File: src/rtl/riscv_pkg.sv
// ============================================================================
// Module   : riscv_pkg
// Brief    : Shared core types and constants for the fetch front end.
// Revision : 1.0 - initial release
// ============================================================================
`default_nettype none

package riscv_pkg;

    localparam int          XLEN      = 32;
    localparam logic [31:0] INSTR_NOP = 32'h0000_0013;
    localparam logic [31:0] c_PC_INC  = 32'd4;

    typedef logic [XLEN-1:0] pc_t;
    typedef logic [XLEN-1:0] instr_t;

    typedef struct packed {
        pc_t    pc;
        instr_t instr;
    } fetch_entry_t;

endpackage

`default_nettype wire

File: src/rtl/prefetch_fifo.sv
// ============================================================================
// Module   : prefetch_fifo
// Brief    : Synchronous FIFO with flush and occupancy count; push while full
//            is accepted when a pop happens in the same cycle.
// Revision : 1.0 - initial release
// ============================================================================
`default_nettype none

module prefetch_fifo #(
    parameter int WIDTH = 64,
    parameter int DEPTH = 4
) (
    input  logic                       clk,
    input  logic                       rst,
    input  logic                       flush,
    input  logic                       push,
    input  logic [WIDTH-1:0]           pushData,
    input  logic                       pop,
    output logic [WIDTH-1:0]           popData,
    output logic [$clog2(DEPTH+1)-1:0] count,
    output logic                       empty,
    output logic                       full
);

    localparam int AW = (DEPTH > 1) ? $clog2(DEPTH) : 1;
    localparam int CW = $clog2(DEPTH+1);

    logic [WIDTH-1:0] r_mem [DEPTH];
    logic [AW-1:0]    r_wrPtr;
    logic [AW-1:0]    r_rdPtr;
    logic [CW-1:0]    r_count;
    logic             w_doPush;
    logic             w_doPop;

    // Explicit wrap keeps non-power-of-two depths (tag queue) correct.
    function automatic logic [AW-1:0] nextPtr(input logic [AW-1:0] p);
        return (p == AW'(DEPTH-1)) ? '0 : p + AW'(1);
    endfunction

    assign empty    = (r_count == '0);
    assign full     = (r_count == CW'(DEPTH));
    assign count    = r_count;
    assign popData  = r_mem[r_rdPtr];
    assign w_doPop  = pop & ~empty & ~flush;
    assign w_doPush = push & (~full | w_doPop) & ~flush;

    always_ff @(posedge clk) begin
        if (!rst) begin
            r_wrPtr <= '0;
            r_rdPtr <= '0;
            r_count <= '0;
        end else if (flush) begin
            r_wrPtr <= '0;
            r_rdPtr <= '0;
            r_count <= '0;
        end else begin
            if (w_doPush) r_wrPtr <= nextPtr(r_wrPtr);
            if (w_doPop)  r_rdPtr <= nextPtr(r_rdPtr);
            if (w_doPush && !w_doPop)      r_count <= r_count + CW'(1);
            else if (!w_doPush && w_doPop) r_count <= r_count - CW'(1);
        end
    end

    always_ff @(posedge clk) begin
        if (w_doPush) r_mem[r_wrPtr] <= pushData;
    end

endmodule

`default_nettype wire

File: src/rtl/instr_prefetch_unit.sv
// ============================================================================
// Module   : instr_prefetch_unit
// Brief    : Sequential instruction prefetcher with redirect flush and
//            in-flight response discard. Optional PREFETCH_BYPASS_EN forwards
//            a response straight to the fetch stage when the buffer is empty.
// Revision : 1.0 - initial release
// ============================================================================
`default_nettype none

module instr_prefetch_unit #(
    parameter int          DEPTH           = 4,
    parameter int          MAX_OUTSTANDING = 2,
    parameter logic [31:0] RESET_PC        = 32'h0000_0000
) (
    input  logic        clk,
    input  logic        rst,
    input  logic        PCSrcE,
    input  logic [31:0] PCTargetE,
    output logic        IMemReq,
    output logic [31:0] IMemAddr,
    input  logic        IMemGnt,
    input  logic        IMemRValid,
    input  logic [31:0] IMemRData,
    output logic        ValidF,
    input  logic        ReadyF,
    output logic [31:0] InstrF,
    output logic [31:0] PCF
);

    import riscv_pkg::*;

    localparam int OW = $clog2(MAX_OUTSTANDING+1);
    localparam int CW = $clog2(DEPTH+1);
    localparam int SW = ((CW > OW) ? CW : OW) + 1;

    pc_t          r_fetchPc;
    logic [OW-1:0] r_outstanding;
    logic [OW-1:0] r_discard;
    logic [OW-1:0] w_outNext;
    logic          w_credit;
    logic          w_grant;
    logic          w_resp;
    logic          w_keep;
    logic          w_bufPush;
    logic          w_bufPop;
    logic          w_bufEmpty;
    logic          w_bufFull;
    logic [CW-1:0] w_bufCount;
    fetch_entry_t  w_bufHead;
    fetch_entry_t  w_respEntry;
    fetch_entry_t  w_outEntry;
    pc_t           w_tagHead;
    logic [OW-1:0] w_tagCount;
    logic          w_tagEmpty;
    logic          w_tagFull;
    logic          w_unused;

    assign w_credit = (r_outstanding < OW'(MAX_OUTSTANDING)) &&
                      ((SW'(w_bufCount) + SW'(r_outstanding)) < SW'(DEPTH));
    assign IMemReq  = rst & w_credit;
    assign IMemAddr = r_fetchPc;
    assign w_grant  = IMemReq & IMemGnt;
    assign w_resp   = IMemRValid & (r_outstanding != '0);
    assign w_keep   = w_resp & (r_discard == '0) & ~PCSrcE;

    assign w_respEntry = '{pc: w_tagHead, instr: IMemRData};

    always_comb begin
        w_outNext = r_outstanding;
        if (w_grant && !w_resp)      w_outNext = r_outstanding + OW'(1);
        else if (!w_grant && w_resp) w_outNext = r_outstanding - OW'(1);
    end

    // Tags stay paired with every in-flight request, including ones that
    // will be discarded, so the queue head always matches the next response.
    prefetch_fifo #(
        .WIDTH (XLEN),
        .DEPTH (MAX_OUTSTANDING)
    ) u_tagQueue (
        .clk      (clk),
        .rst      (rst),
        .flush    (1'b0),
        .push     (w_grant),
        .pushData (r_fetchPc),
        .pop      (w_resp),
        .popData  (w_tagHead),
        .count    (w_tagCount),
        .empty    (w_tagEmpty),
        .full     (w_tagFull)
    );

    prefetch_fifo #(
        .WIDTH ($bits(fetch_entry_t)),
        .DEPTH (DEPTH)
    ) u_instrBuf (
        .clk      (clk),
        .rst      (rst),
        .flush    (PCSrcE),
        .push     (w_bufPush),
        .pushData (w_respEntry),
        .pop      (w_bufPop),
        .popData  (w_bufHead),
        .count    (w_bufCount),
        .empty    (w_bufEmpty),
        .full     (w_bufFull)
    );

    assign w_bufPop = ReadyF & ~w_bufEmpty;

`ifdef PREFETCH_BYPASS_EN
    logic w_bypass;
    assign w_bypass   = w_keep & w_bufEmpty;
    assign ValidF     = ~w_bufEmpty | w_bypass;
    assign w_outEntry = w_bufEmpty ? w_respEntry : w_bufHead;
    assign w_bufPush  = w_keep & ~(w_bypass & ReadyF);
`else
    assign ValidF     = ~w_bufEmpty;
    assign w_outEntry = w_bufHead;
    assign w_bufPush  = w_keep;
`endif

    // Stale buffer contents must never leak out while nothing is valid.
    assign InstrF = ValidF ? w_outEntry.instr : '0;
    assign PCF    = ValidF ? w_outEntry.pc    : '0;

    always_ff @(posedge clk) begin
        if (!rst) begin
            r_fetchPc     <= RESET_PC;
            r_outstanding <= '0;
            r_discard     <= '0;
        end else begin
            r_outstanding <= w_outNext;
            if (PCSrcE) begin
                r_fetchPc <= PCTargetE;
                r_discard <= w_outNext;
            end else begin
                if (w_grant) r_fetchPc <= r_fetchPc + c_PC_INC;
                if (w_resp && (r_discard != '0)) r_discard <= r_discard - OW'(1);
            end
        end
    end

    assign w_unused = ^{w_tagCount, w_tagEmpty, w_tagFull, w_bufFull};

endmodule

`default_nettype wire

File: config.mk
export PLATFORM = sky130hd
export DESIGN_NAME = instr_prefetch_unit
export DESIGN_NICKNAME = d
export VERILOG_FILES = /design/src/rtl/riscv_pkg.sv /design/src/rtl/prefetch_fifo.sv /design/src/rtl/instr_prefetch_unit.sv
export SDC_FILE = /design/constraint.sdc
export NUM_CORES = 1
export LEC_CHECK = 0
export ABC_CLOCK_PERIOD_IN_PS = 3710
export BUFFER_PORTS_ARGS = -buffer_cell sky130_fd_sc_hd__buf_4
export CAP_MARGIN = 20
export CORE_ASPECT_RATIO = 0.8
export CORE_MARGIN = 4
export CORE_UTILIZATION = 40
export DETAILED_ROUTE_END_ITERATION = 10
export PLACE_DENSITY = 0.6
export RECOVER_POWER = 50
export SLEW_MARGIN = 30
export SYNTH_ARGS = -nofsm -noshare
export SYNTH_HDL_FRONTEND = slang
export SYNTH_SLANG_ARGS = --single-unit
File: constraint.sdc
create_clock -name clk -period 3.71 [get_ports clk]
set_clock_uncertainty 0.2 [all_clocks]
set_input_delay 0.5565 -clock clk [delete_from_list [all_inputs] [get_ports clk]]
set_output_delay 0.5565 -clock clk [all_outputs]
set_load 0.05 [all_outputs]
# Yosys cells after proc, flatten, opt, wreduce, memory -nomap -nowiden
# Memory sizes are Yosys's and may differ from the RTL's. A register that Yosys moved wholly into a read port is not among the register bits.
# Cells that the tools add are included.
[word_totals]
ff_bits = 47
ramBits = 320
elab_cells = 98
n_memories = 2
[mem_list]
columns = ["name", "words", "width", "read_ports", "rd_clocked_by_memory_dff", "wr", "line", "rtl"]
rows = [
  ["u_instrBuf.r_mem", 4, 64, 1, 1, 1, "prefetch_fifo.sv:28", "logic [WIDTH-1:0] r_mem [DEPTH];"],
  ["u_tagQueue.r_mem", 2, 32, 1, 1, 1, "prefetch_fifo.sv:28", ""],
]
[classes]
addsub = 13
magnitude_cmp = 2
eq_ne = 4
muxes = 24
bitwise_logic = 20
n_reduce_logical = 24
[op_table]
columns = ["operator", "n"]
rows = [
  ["32-bit 2-to-1 mux", 4],
  ["32-bit by 3-bit adder with 32-bit output, second input constant", 1],
  ["2-bit 2-to-1 mux", 10],
  ["1-bit AND", 12],
  ["2-bit nonzero test", 6],
  ["2-bit by 1-bit adder with 2-bit output, second input constant", 4],
  ["1-bit logical AND", 8],
  ["1-bit 2-to-1 mux", 8],
  ["2-bit equality test, second input constant", 3],
  ["1-bit logical NOT", 6],
  ["3-bit 2-to-1 mux", 2],
  ["1-bit NOT", 6],
  ["2-bit by 1-bit subtractor with 2-bit output, second input constant", 3],
  ["3-bit by 2-bit adder with 4-bit output", 1],
  ["2-bit logical NOT", 2],
  ["4-bit by 3-bit < comparator with 1-bit output, second input constant", 1],
  ["3-bit by 1-bit adder with 3-bit output, second input constant", 1],
  ["3-bit equality test, second input constant", 1],
  ["3-bit logical NOT", 1],
  ["3-bit by 1-bit subtractor with 3-bit output, second input constant", 1],
  ["1-bit adder, second input constant", 2],
  ["2-bit < comparator, second input constant", 1],
  ["1-bit bitwise OR", 2],
  ["2-bit OR reduction", 1],
]

# Longest topological paths before layout
# Gate-level depths: netlist (run 1).
[logic_depth]
word_depth = 12
mapped_depth = 10
mapped_depth_nobuf = 10

# Modules after synthesis
# From an unflattened synthesis (run 1), not the netlist that was laid out.
[unflattened]
hier_cells = 834
area_unflattened_um2 = 14675.3
[by_module_without_submodules]
columns = ["module", "instances", "cells_each", "area_per_inst_um2"]
rows = [
  ["prefetch_fifo (u_instrBuf)", 1, 386, 9703.1],
  ["prefetch_fifo (u_tagQueue)", 1, 128, 2563.7],
  ["instr_prefetch_unit", 1, 320, 2408.6],
]

# Worst setup path after synthesis (run 1)
# Ideal clock, no wire load.
[synth_timing]
kind = "input -> register"
startpoint = "in rst"
endpoint = "mem u_tagQueue.r_mem[0][0] in the netlist's numbering, enable pin"
arrival_ns = 2.878
slack_ns = 0.207
cell_stages = 4
n_path_buf = 0
path_cell_list = "nor3b_2 -> nand4_1 -> a31oi_1 -> nor2b_1"
[synth_between]
elab_chain_len = 5
[synth_lines]
columns = ["item", "line", "rtl"]
rows = [
  ["start, declared", "instr_prefetch_unit.sv:16", "input logic rst,"],
  ["1-bit AND", "instr_prefetch_unit.sv:60", "assign IMemReq = rst & w_credit;"],
  ["1-bit AND", "instr_prefetch_unit.sv:62", "assign w_grant = IMemReq & IMemGnt;"],
  ["1-bit AND", "prefetch_fifo.sv:45", "assign w_doPush = push & (~full | w_doPop) & ~flush;"],
  ["1-bit 2-to-1 mux", "prefetch_fifo.sv:65", "if (w_doPush) r_mem[r_wrPtr] <= pushData;"],
  ["1-bit 2-to-1 mux (implied by the code)", "prefetch_fifo.sv:65", ""],
  ["end, declared", "prefetch_fifo.sv:28", ""],
]
# Every way passes these cells.

# Worst setup path after layout (run 1)
[layout_timing]
startpoint = "in rst"
endpoint = "out IMemReq"
[layout_between]
elab_chain_len = 1
[layout_lines]
columns = ["item", "line", "rtl"]
rows = [
  ["1-bit AND", "instr_prefetch_unit.sv:60", ""],
  ["end, declared", "instr_prefetch_unit.sv:19", "output logic IMemReq,"],
]
# Every way passes these cells.

==> impl_results.md, run 1 <==
- Largest family of logic cells by synthesized area: multiplexers
- WHS Path Cells: 3
- Worst path required time: roughly 3000 ps
- CP max-delay cell: clkbuf_1
- TNS Setup: 0 ps
- Die ar.: 0.0396 mm^2
- Clk pin slew, worst setup/hold paths: around 60 ps
- Die height: ~180 um
- Via density: roughly 5.1
- Startpoint Class: primary input
- Placed Area: between 0.015 and 0.02 mm^2
- Number of max-slew violations in the final report: 0
- CP max FO: 28
- Layout cells sized above 1: 23.7%
- Synth Area in Simple Gates: under 10%
- Mean Syn Cell Area: between 15 and 20 um^2
- Post-synthesis xor/xnor area fraction: approximately 2.1%
- GPL Wtd Cong: 0.819
- Initial antenna violation count: 0
- CTS H-tree lvls: 2
- Quantity of gates resized following cts: 0
- Finished Cell Area: 0.0175 mm^2
- Reported max-cap violation count: 0
- Final nets: ~1100
- R2r endpoint: u_instrBuf.count[2]
- Hold Crit Class: in -> reg
- Finished Layout Cells: about 1500
- Period utilization: about nine tenths
- R2r setup slk: 620 ps
- Vias in the first global route: around 8100
- Placed insts: approximately 1400
- Initial core utilization: roughly two fifths
- VDD IR max: approximately 0.00026 V
- Layout area overhead: 20.3%
- Min-Delay Endpoint: IMemAddr[25]
- Status: finished clean
- Fin. Hold Viols: 0
- Count leader, synth: edfxtp_1
- Final wirelength: about 32 mm
- Clk buf depth: 3
- Mapped Nets: between 800 and 900
- CP dominant cell by count: clkbuf_1
- Worst slew margin: approximately a fifth
- Yosys top cell area share: about two thirds
- Mapped Area: ~0.015 mm^2
- CP top delay family: buffers and inverters
- Drt initial violations: 451
- Buf/Inv on CP: 3
- Row cnt: between 60 and 70
- Mux cell area share after synthesis: 12.9%
- Ant diodes: 0
- Core area: roughly 0.036 mm^2
- Root Buffer: clkbuf_16
- Fmax: ~0.30 GHz
- Inserted Clock Buffers: 40
- Compound-gate portion of the synthesized area: under 10%
- Largest area contributor in the netlist: edfxtp_1
- Global-route wire length before repair: around 49 mm
- Via Count: 7777
- Register area share after synthesis: 72.8%
- Critical Path Max Stage Delay: ~830 ps
- Ys async rst share: 0%
- YS warnings: 0
- Min-delay src: PCTargetE[25]
- CTS tree: yes
- Worst skew pair latency: about 530 ps
- Largest net degree at the start of global routing: between 50 and 60
- DR WL/cell: between 20 and 25 um
- DPL Wire Length: roughly 20 mm
- Top post-synthesis cells by area: edfxtp_1 (66%), mux4_2 (9.9%), dfxtp_1 (6.9%)
- PortBufs: roughly 170
- Synth Flop Type: edfxtp_1
- EDFF count, synth: 320
- I/O pins: roughly 170
- Synth Instances: just over 800
- RSZ-0062 raised after global routing: no
- Kind of critical path: in -> out
- Fin crit period: between 3000 and 4000 ps
- Final setup viols: 0
- Worst Path Arrival: 2570 ps
- Leakage power: 0.00581 uW
- Distinct cells, synth: 44
- Fraction of the mapped netlist area in adder cells: ~1.1%
- Drt first pass iters: 5
- CTS Sinks: 370
- Power Density: a little under 600 mW/mm^2
- GRT Util Overall: about 16%
- Die width: 221 um
- Least-Margin Pin Slew: 1210 ps
- FF-to-FF path depth: 11
- Drt drc: 0
- Grt ovf: 0
- Post-DRT Antenna Nets: 0
- Reg2reg start: r_outstanding[1]
- Yosys reg bits: 370
- Crit path cell chain: clkbuf_1 -> clkbuf_1 -> or3b_2 -> nor3_1 -> buf_4
- Setup crit end kind: primary output
- Post-synth top cells: edfxtp_1 (320), and2_1 (72), mux4_2 (64)
state kept, by name, indices dropped and copies added (netlist names), named ones only:
name	cells
u_tagQueue.count	2
u_tagQueue.r_wrPtr	1
u_instrBuf.count	3
r_discard	2
u_tagQueue.r_rdPtr	1
u_instrBuf.r_rdPtr	2
u_instrBuf.r_mem	256
r_outstanding	2
IMemAddr	32
u_tagQueue.r_mem	64
u_instrBuf.r_wrPtr	2
repair_timing:
item | 4_1_cts | 5_1_grt
hold buffers | 1 | 0
setup buffers | 0 | 0
endpoints found under the hold margin | 1 | 0
worst min-delay path: cells and delay by family:
kind / cells / cell delay, ps
AND/OR/NAND/NOR: 1 / 30
buffers and inverters: 1 / 80
AO/OA/AOI/OAI: 1 / 60
how the worst max path moves through the flow:
stage          slack (ps)     start  cells after the start                      end
6_report              380       rst                      5                  IMemReq
5_1_grt               230       rst                      5                  IMemReq
2_1_floorplan         210       rst                      4   u_tagQueue.r_mem[0][0]
3_5_place_dp          800       rst                      6   u_tagQueue.r_mem[0][7]
4_1_cts               410  register                      4                  PCF[14]
3_3_place_gp          860       rst                      6  u_tagQueue.r_mem[0][19]
through the flow:
stage	hold WS, ps	setup slack, ps	total power (uW)	utilization (%)
3_3_place_gp	261	859	6640	46.2
6_report	37.2	383	10200	48.8
4_1_cts	6.23	407	10400	49.6
3_5_place_dp	270	804	6670	46.2
2_1_floorplan	254	207	6090	-
5_1_grt	25.1	234	10600	48.8
cell families (layout without fill, tap and decap cells):
family	count (synthesis)	in the layout
xor gates and xnor gates	35	35
AOI/OAI and AO/OA	70	70
and+or+nand+nor	174	174
buffers and inverters	52	275
muxes	104	104
DFF	370	370
adders and majority gates	12	12
layout by cell type, fill, tap and decap left out, types with 2 or more instances in the layout:
master,netlist,layout
mux2i_1,8,8
and2_1,72,68
inv_1,12,12
nor2_1,22,22
nor4_1,5,6
nand4_1,12,12
xnor2_1,17,17
ha_1,11,11
buf_4,0,110
nand2_1,17,17
clkbuf_16,0,41
clkinv_1,1,11
o22ai_1,2,2
or3_1,4,3
nand3_1,13,13
dfxtp_4,0,2
a21oi_1,27,27
and3_1,3,3
a31oi_1,3,3
nor3_1,7,7
xor2_1,18,18
nand4_4,2,2
a211oi_1,2,2
a311oi_1,2,2
mux4_2,64,64
and4_1,4,4
bufinv_16,0,2
mux2_1,0,32
edfxtp_1,320,320
dfxtp_1,50,48
clkinv_2,0,3
clkbuf_1,28,84
buf_12,0,10
and2_4,0,4
o21ai_0,34,34
area by class of cell:
class | instances | area, um^2
inverter | 13 | 48.8
clock buffer | 55 | 1080
sequential | 370 | 10600
tap | 480 | 601
multi-input combinational | 395 | 3770
fill | 3074 | 18400
timing repair buffer | 191 | 1300
clock inverter | 16 | 124
report_power, final:
group / switching [uW] / leakage, uW / internal (uW) / total (uW)
clock network: 1520 / 0.000584 / 2170 / 3690
logic: 995 / 0.00191 / 511 / 1510
registers: 140 / 0.00332 / 4850 / 4990
total: 2660 / 0.00581 / 7530 / 10200
metal layers:
layer	vias to the layer above	share of wire [%]	GRT usage (%)
met2	234	45	25.2
met1	3910	47	23.2
met4	0	1.6	3.69
met3	42	6.4	3.81
met5	-	0	0
li1	3591	-	-
No activity file was read; power rests on OpenSTA's default activity.
==> run 2: changes to the inputs <==
Settings changed: RECOVER_POWER 50 to 25.
==> run 2 against run 1 <==
Compared with the run above:
- non-clock buffer count unchanged
- setup slack improved by 32 ps
- global-route usage unchanged
- combinational power increased by 3%
- sequential cell count unchanged
- final area increased by 0.79%
- largest power group unchanged
- clock power about the same
==> impl_results.md, run 2 (same netlist as run 1, synthesis figures left out) <==
- GRT Util Overall: 16.1% (unchanged)
- Fmax: 0.303 GHz (was 0.301 GHz)
- Via density: 5.11 (was 5.12)
- Most frequent cells in the layout: edfxtp_1 (320), buf_4 (144), and2_1 (68) (was edfxtp_1 (320), buf_4 (110), clkbuf_1 (84))
- WHS Path Cells: 3 (unchanged)
- Initial antenna violation count: 0 (unchanged)
- Core area: 0.0359 mm^2 (unchanged)
- Largest net degree at the start of global routing: 54 (unchanged)
- Setup crit end kind: primary output (unchanged)
- Status: finished clean (unchanged)
- Period utilization: 88.8% (was 89.7%)
- Reported max-cap violation count: 0 (unchanged)
- Crit path cell chain: clkbuf_1 -> clkbuf_1 -> or3b_2 -> nor3_1 -> buf_4 (unchanged)
- Ant diodes: 0 (unchanged)
- Inserted Clock Buffers: 40 (unchanged)
- Number of max-slew violations in the final report: 0 (unchanged)
- Overall power: 10200 uW (about the same)
- CTS H-tree lvls: 2 (unchanged)
- R2r setup slk: 840 ps (was 620 ps)
- CTS Sinks: 370 (unchanged)
- TNS Setup: 0 ps (unchanged)
- Post-DRT Antenna Nets: 0 (unchanged)
- Fin crit period: 3290 ps (was 3330 ps)
- CP max-delay cell: clkbuf_1 (unchanged)
- Layout cells sized above 1: 30.1% (was 23.7%)
- RSZ-0062 raised after global routing: no (unchanged)
- CTS tree: yes (unchanged)
- Die width: 221 um (unchanged)
- Min-Delay Endpoint: IMemAddr[25] (unchanged)
- Die ar.: 0.0396 mm^2 (unchanged)
- Quantity of gates resized following cts: 0 (unchanged)
- Least-Margin Pin Slew: 1100 ps (was 1210 ps)
- Root Buffer: clkbuf_16 (unchanged)
- Grt ovf: 0 (unchanged)
- Power Density: 579 mW/mm^2 (was 581 mW/mm^2)
- Startpoint Class: primary input (unchanged)
- Final setup viols: 0 (unchanged)
- I/O pins: 168 (unchanged)
- Leakage power: 0.00594 uW (was 0.00581 uW)
- CP dominant cell by count: clkbuf_1 (unchanged)
- CP top delay family: buffers and inverters (unchanged)
- Top reg by flops: u_instrBuf.r_mem (unchanged)
- Number of cells on the critical path: 5 (unchanged)
- Final nets: 1093 (unchanged)
- Drt first pass iters: 4 (was 5)
- GPL Wtd Cong: 0.819 (unchanged)
- Die height: 179 um (unchanged)
- Worst slew margin: 26.8% (was 19.5%)
- R2r endpoint: u_tagQueue.r_mem[0][14] (was u_instrBuf.count[2])
- CP max FO: 28 (unchanged)
- Most common cell after layout, fill and taps aside: edfxtp_1 (unchanged)
- Reg2reg start: r_outstanding[1] (unchanged)
- Critical Path Max Stage Delay: 830 ps (about the same)
- Hold Crit Class: in -> reg (unchanged)
- DPL Wire Length: 20.5 mm (unchanged)
- Layout area overhead: 21.2% (was 20.3%)
- Row cnt: 62 (unchanged)
- Initial core utilization: 40.6% (unchanged)
- Vias in the first global route: 8123 (unchanged)
- Kind of critical path: in -> out (unchanged)
- Drt drc: 0 (unchanged)
- Clk buf depth: 3 (unchanged)
- Buf/Inv on CP: 3 (unchanged)
- VDD IR max: 0.000260 V (was 0.000259 V)
- Global-route wire length before repair: 49.1 mm (unchanged)
- PortBufs: 167 (unchanged)
- Worst path required time: 2950 ps (about the same)
- Clk pin slew, worst setup/hold paths: 60 ps (about the same)
- FF-to-FF path depth: 6 (was 11)
- DR WL/cell: 20.9 um (about the same)
- Drt initial violations: 419 (was 451)
- Final wirelength: 31.8 mm (about the same)
- Max reg flops: 256 (unchanged)
- Min-delay src: PCTargetE[25] (unchanged)
- Worst Path Arrival: 2540 ps (was 2570 ps)
- Worst skew pair latency: 530 ps (about the same)
- Via Count: 7769 (was 7777)
- Fin. Hold Viols: 0 (unchanged)
[run 2: tightest hold or removal path, cell delays in order]
cell	delay, ps
buf_4	80
nand2_1	30
o21ai_0	60
[run 2: stage by stage]
step                util (%)  worst slack (ps)  cells  hold WS [ps]  instance area [um^2]
CTS                     49.6               407   1520          6.23                 17800
global placement        46.2               859   1448           261                 16600
detailed placement      46.2               804   1448           270                 16600
global route            49.2               226   1520          25.1                 17700
finish                  49.2               415   1520          36.1                 17700
floorplan                  -               207    817           254                 14600
[run 2: how the worst max path moves through the flow]
stage,from,end,slack [ps]
2_1_floorplan,rst,u_tagQueue.r_mem[0][0],210
3_3_place_gp,rst,u_tagQueue.r_mem[0][19],860
3_5_place_dp,rst,u_tagQueue.r_mem[0][7],800
4_1_cts,register,PCF[14],410
5_1_grt,rst,IMemReq,230
6_report,rst,IMemReq,420
[run 2: area by class of cell]
class | instances | area [um^2]
fillers | 3043 | 18200
flip-flops and latches | 370 | 10600
multi-input cells | 395 | 3780
repair buffers | 191 | 1430
clock buffers | 55 | 1080
well taps | 480 | 601
clock inverters | 16 | 124
inverters | 13 | 48.8
[run 2: report_power, final]
part | switching [uW] | internal [uW] | total [uW]
Clock | 1520 | 2170 | 3690
Combinational | 995 | 557 | 1550
Sequential | 141 | 4850 | 4990
Total | 2660 | 7580 | 10200
[run 2: timing repair]
item / 4_1_cts / 5_1_grt
endpoints found under the hold margin: 1 / 0
hold buffers: 1 / 0
buffers inserted: 0 / 0
setup endpoints to repair: 0 / 0
[run 2: layer usage]
metal  vias up  routed length [um]  global-route usage (%)
met5         -                   0                       0
met4         0                 509                    3.69
met3        42                1810                    3.81
met2       218               14200                    25.2
met1      3919               15300                    23.2
li1       3590                   -                       -
==> run 3: changes to the inputs <==
Settings changed: RECOVER_POWER 25 to 50, SYNTH_HIERARCHICAL set to 1.
==> run 3 against run 2 <==
Compared with the run above:
- the flow now finishes with violations (capacitance limit, slew limit)
- first-iteration DRC count increased by 37%
- routed wire length down 0.79%
- clock power is essentially flat
- final cell count up 0.59%
- synthesized cell count increased by 1.7%
- setup slack lost 66 ps
- die area increased by 0.51%
- sequential cell count did not move
- sequential share of layout area grew 0.49 points
- register-to-register slack got worse by 490 ps
- critical path type is now reg -> reg
- largest cell class unchanged
==> impl_results.md, run 3 <==
- Status: finished with violations (was finished clean)
- Failing checks: capacitance limit, slew limit
- Kind of critical path: reg -> reg (was in -> out)
- Final nets: 1103 (was 1093)
- TNS Setup: 0 ps (unchanged)
- R2r setup slk: 350 ps (was 840 ps)
- Worst slew margin: -36.7% (was 26.8%)
- Power Density: 521 mW/mm^2 (was 579 mW/mm^2)
- Crit path setup slack, layout: 349 ps (was 415 ps)
- Worst Path Arrival: 3610 ps (was 2540 ps)
- Finished Cell Area: 0.0175 mm^2 (was 0.0177 mm^2)
- Final core occ: 48.6% (was 49.2%)
- I/O pins: 168 (unchanged)
- Quantity of gates resized following cts: 0 (unchanged)
- Worst path required time: 3960 ps (was 2950 ps)
- Worst-case hold slack: 67.0 ps (was 36.1 ps)
- Leakage power: 0.00570 uW (was 0.00594 uW)
- Reg area: 0.0106 mm^2 (unchanged)
- Top reg by flops: u_instrBuf/r_mem (was u_instrBuf.r_mem)
- Mean Syn Cell Area: 17.6 um^2 (was 17.8 um^2)
- Layout cells sized above 1: 24.0% (was 30.1%)
- Grt ovf: 0 (unchanged)
- Via density: 5.17 (was 5.11)
- Core area: 0.0361 mm^2 (was 0.0359 mm^2)
- DPL Wire Length: 20.2 mm (was 20.5 mm)
- Drt drc: 0 (unchanged)
- Post-CTS Setup Bufs: 0 (unchanged)
- Row cnt: 62 (unchanged)
- CTS Hold Bufs: 0 (was 1)
- R2r endpoint: u_instrBuf/count[2] (was u_tagQueue.r_mem[0][14])
- Fmax: 0.298 GHz (was 0.303 GHz)
- Global-route wire length before repair: 48.6 mm (was 49.1 mm)
- Clk buf depth: 3 (unchanged)
- CTS H-tree lvls: 2 (unchanged)
- Die ar.: 0.0398 mm^2 (was 0.0396 mm^2)
- Mapped Area: 0.0147 mm^2 (was 0.0146 mm^2)
- Ant diodes: 0 (unchanged)
- Clk pin slew, worst setup/hold paths: 70 ps (was 60 ps)
- Fin crit period: 3360 ps (was 3290 ps)
- Layout fillers: 3163 (was 3043)
- Reported max-cap violation count: 1 (was 0)
- FF-to-FF path depth: 13 (was 6)
- Synth Instances: 831 (was 817)
- Final setup viols: 0 (unchanged)
- Via Count: 7902 (was 7769)
- Reg2reg start: r_outstanding[1] (unchanged)
- Hold Crit Class: in -> reg (unchanged)
- Setup crit end kind: register (was primary output)
- Largest net degree at the start of global routing: 66 (was 54)
- RSZ-0062 raised after global routing: no (unchanged)
- Pre-CTS setup slack: 425 ps (was 804 ps)
- Inserted Clock Buffers: 37 (was 40)
- Least-Margin Pin Slew: 2050 ps (was 1100 ps)
- Layout area overhead: 19.6% (was 21.2%)
- Max reg flops: 256 (unchanged)
- GPL Wtd Cong: 0.792 (was 0.819)
- CTS Sinks: 370 (unchanged)
- Drt initial violations: 572 (was 419)
- Most common cell after layout, fill and taps aside: edfxtp_1 (unchanged)
- Post-DRT Antenna Nets: 0 (unchanged)
- Period utilization: 90.6% (was 88.8%)
- DR WL/cell: 20.7 um (was 20.9 um)
- PortBufs: 167 (unchanged)
- Min-Delay Endpoint: IMemAddr[2] (was IMemAddr[25])
- WHS Path Cells: 3 (unchanged)
- Placed Area: 0.0166 mm^2 (about the same)
- Root Buffer: clkbuf_16 (unchanged)
- CTS tree: yes (unchanged)
- Drt first pass iters: 5 (was 4)
- Die width: 222 um (was 221 um)
- Vias in the first global route: 8124 (was 8123)
- VDD IR max: 0.000344 V (was 0.000260 V)
- Startpoint Class: register (was primary input)
- YS warnings: 6 (was 0)
- CP max FO: 6 (was 28)
- Area of the multi-input gates: 0.00380 mm^2 (was 0.00378 mm^2)
- Min-delay src: PCTargetE[2] (was PCTargetE[25])
- Initial core utilization: 40.6% (about the same)
- Fin. Hold Viols: 0 (unchanged)
- Number of max-slew violations in the final report: 33 (was 0)
- GRT Util Overall: 15.8% (was 16.1%)
- Most frequent cells in the layout: edfxtp_1 (320), buf_4 (113), clkbuf_1 (75) (was edfxtp_1 (320), buf_4 (144), and2_1 (68))
- Initial antenna violation count: 0 (unchanged)
- Worst skew pair latency: 520 ps (was 530 ps)
- Final wirelength: 31.6 mm (was 31.8 mm)
- Die height: 179 um (about the same)
==> run 3: worst max-delay path by stage <==
stage | cells after the start | slack [ps] | from | endpoint
3_3_place_gp | 13 | 540 | r_outstanding[1] | u_instrBuf/count[2]
4_1_cts | 4 | 400 | register | PCF[8]
3_5_place_dp | 13 | 430 | r_outstanding[1] | u_instrBuf/count[2]
5_1_grt | 13 | 150 | r_outstanding[1] | u_instrBuf/count[2]
2_1_floorplan | 6 | 240 | u_instrBuf/count[1] | u_tagQueue/r_mem[0][0]
6_report | 13 | 350 | r_outstanding[1] | u_instrBuf/count[2]
==> run 3: worst max-delay path, cell delays in order, from the launching register on <==
cell and delay [ps]:
dfxtp_1 390, inv_1 70, ha_1 160, nand2b_1 160, inv_1 160, and3_1 180, nor2b_1 400, and2_0 310
ha_1 220, inv_1 60, fa_1 370, xor2_1 160, or3_1 310, a21oi_1 140
==> run 3: routing by layer <==
metal	up-vias	GRT usage [%]	routed length, um
li1	3614	-	-
met1	4005	23.7	15000
met2	244	24.3	14100
met3	39	3.13	2010
met4	0	3.20	410
met5	-	0	0
==> run 3: final cells by class <==
cell class | count | share of cell area (%)
inverters | 20 | 0.428
multi-input cells | 403 | 21.7
clock inverters | 21 | 1.04
repair buffers | 189 | 7.02
clock buffers | 46 | 5.83
well taps | 480 | 3.43
flip-flops and latches | 370 | 60.6
==> run 3: power breakdown <==
part | internal, uW | switching (uW) | total (uW)
Sequential | 4630 | 80.0 | 4710
Combinational | 234 | 487 | 721
Clock | 2170 | 1530 | 3700
Total | 7030 | 2100 | 9130
==> run 3: through the flow <==
step	total power, uW	std cells
final	9130	1529
after global routing	9460	1529
after CTS	9280	1529
after detailed placement	5580	1462
after global placement	5570	1462
after floorplan	5270	832
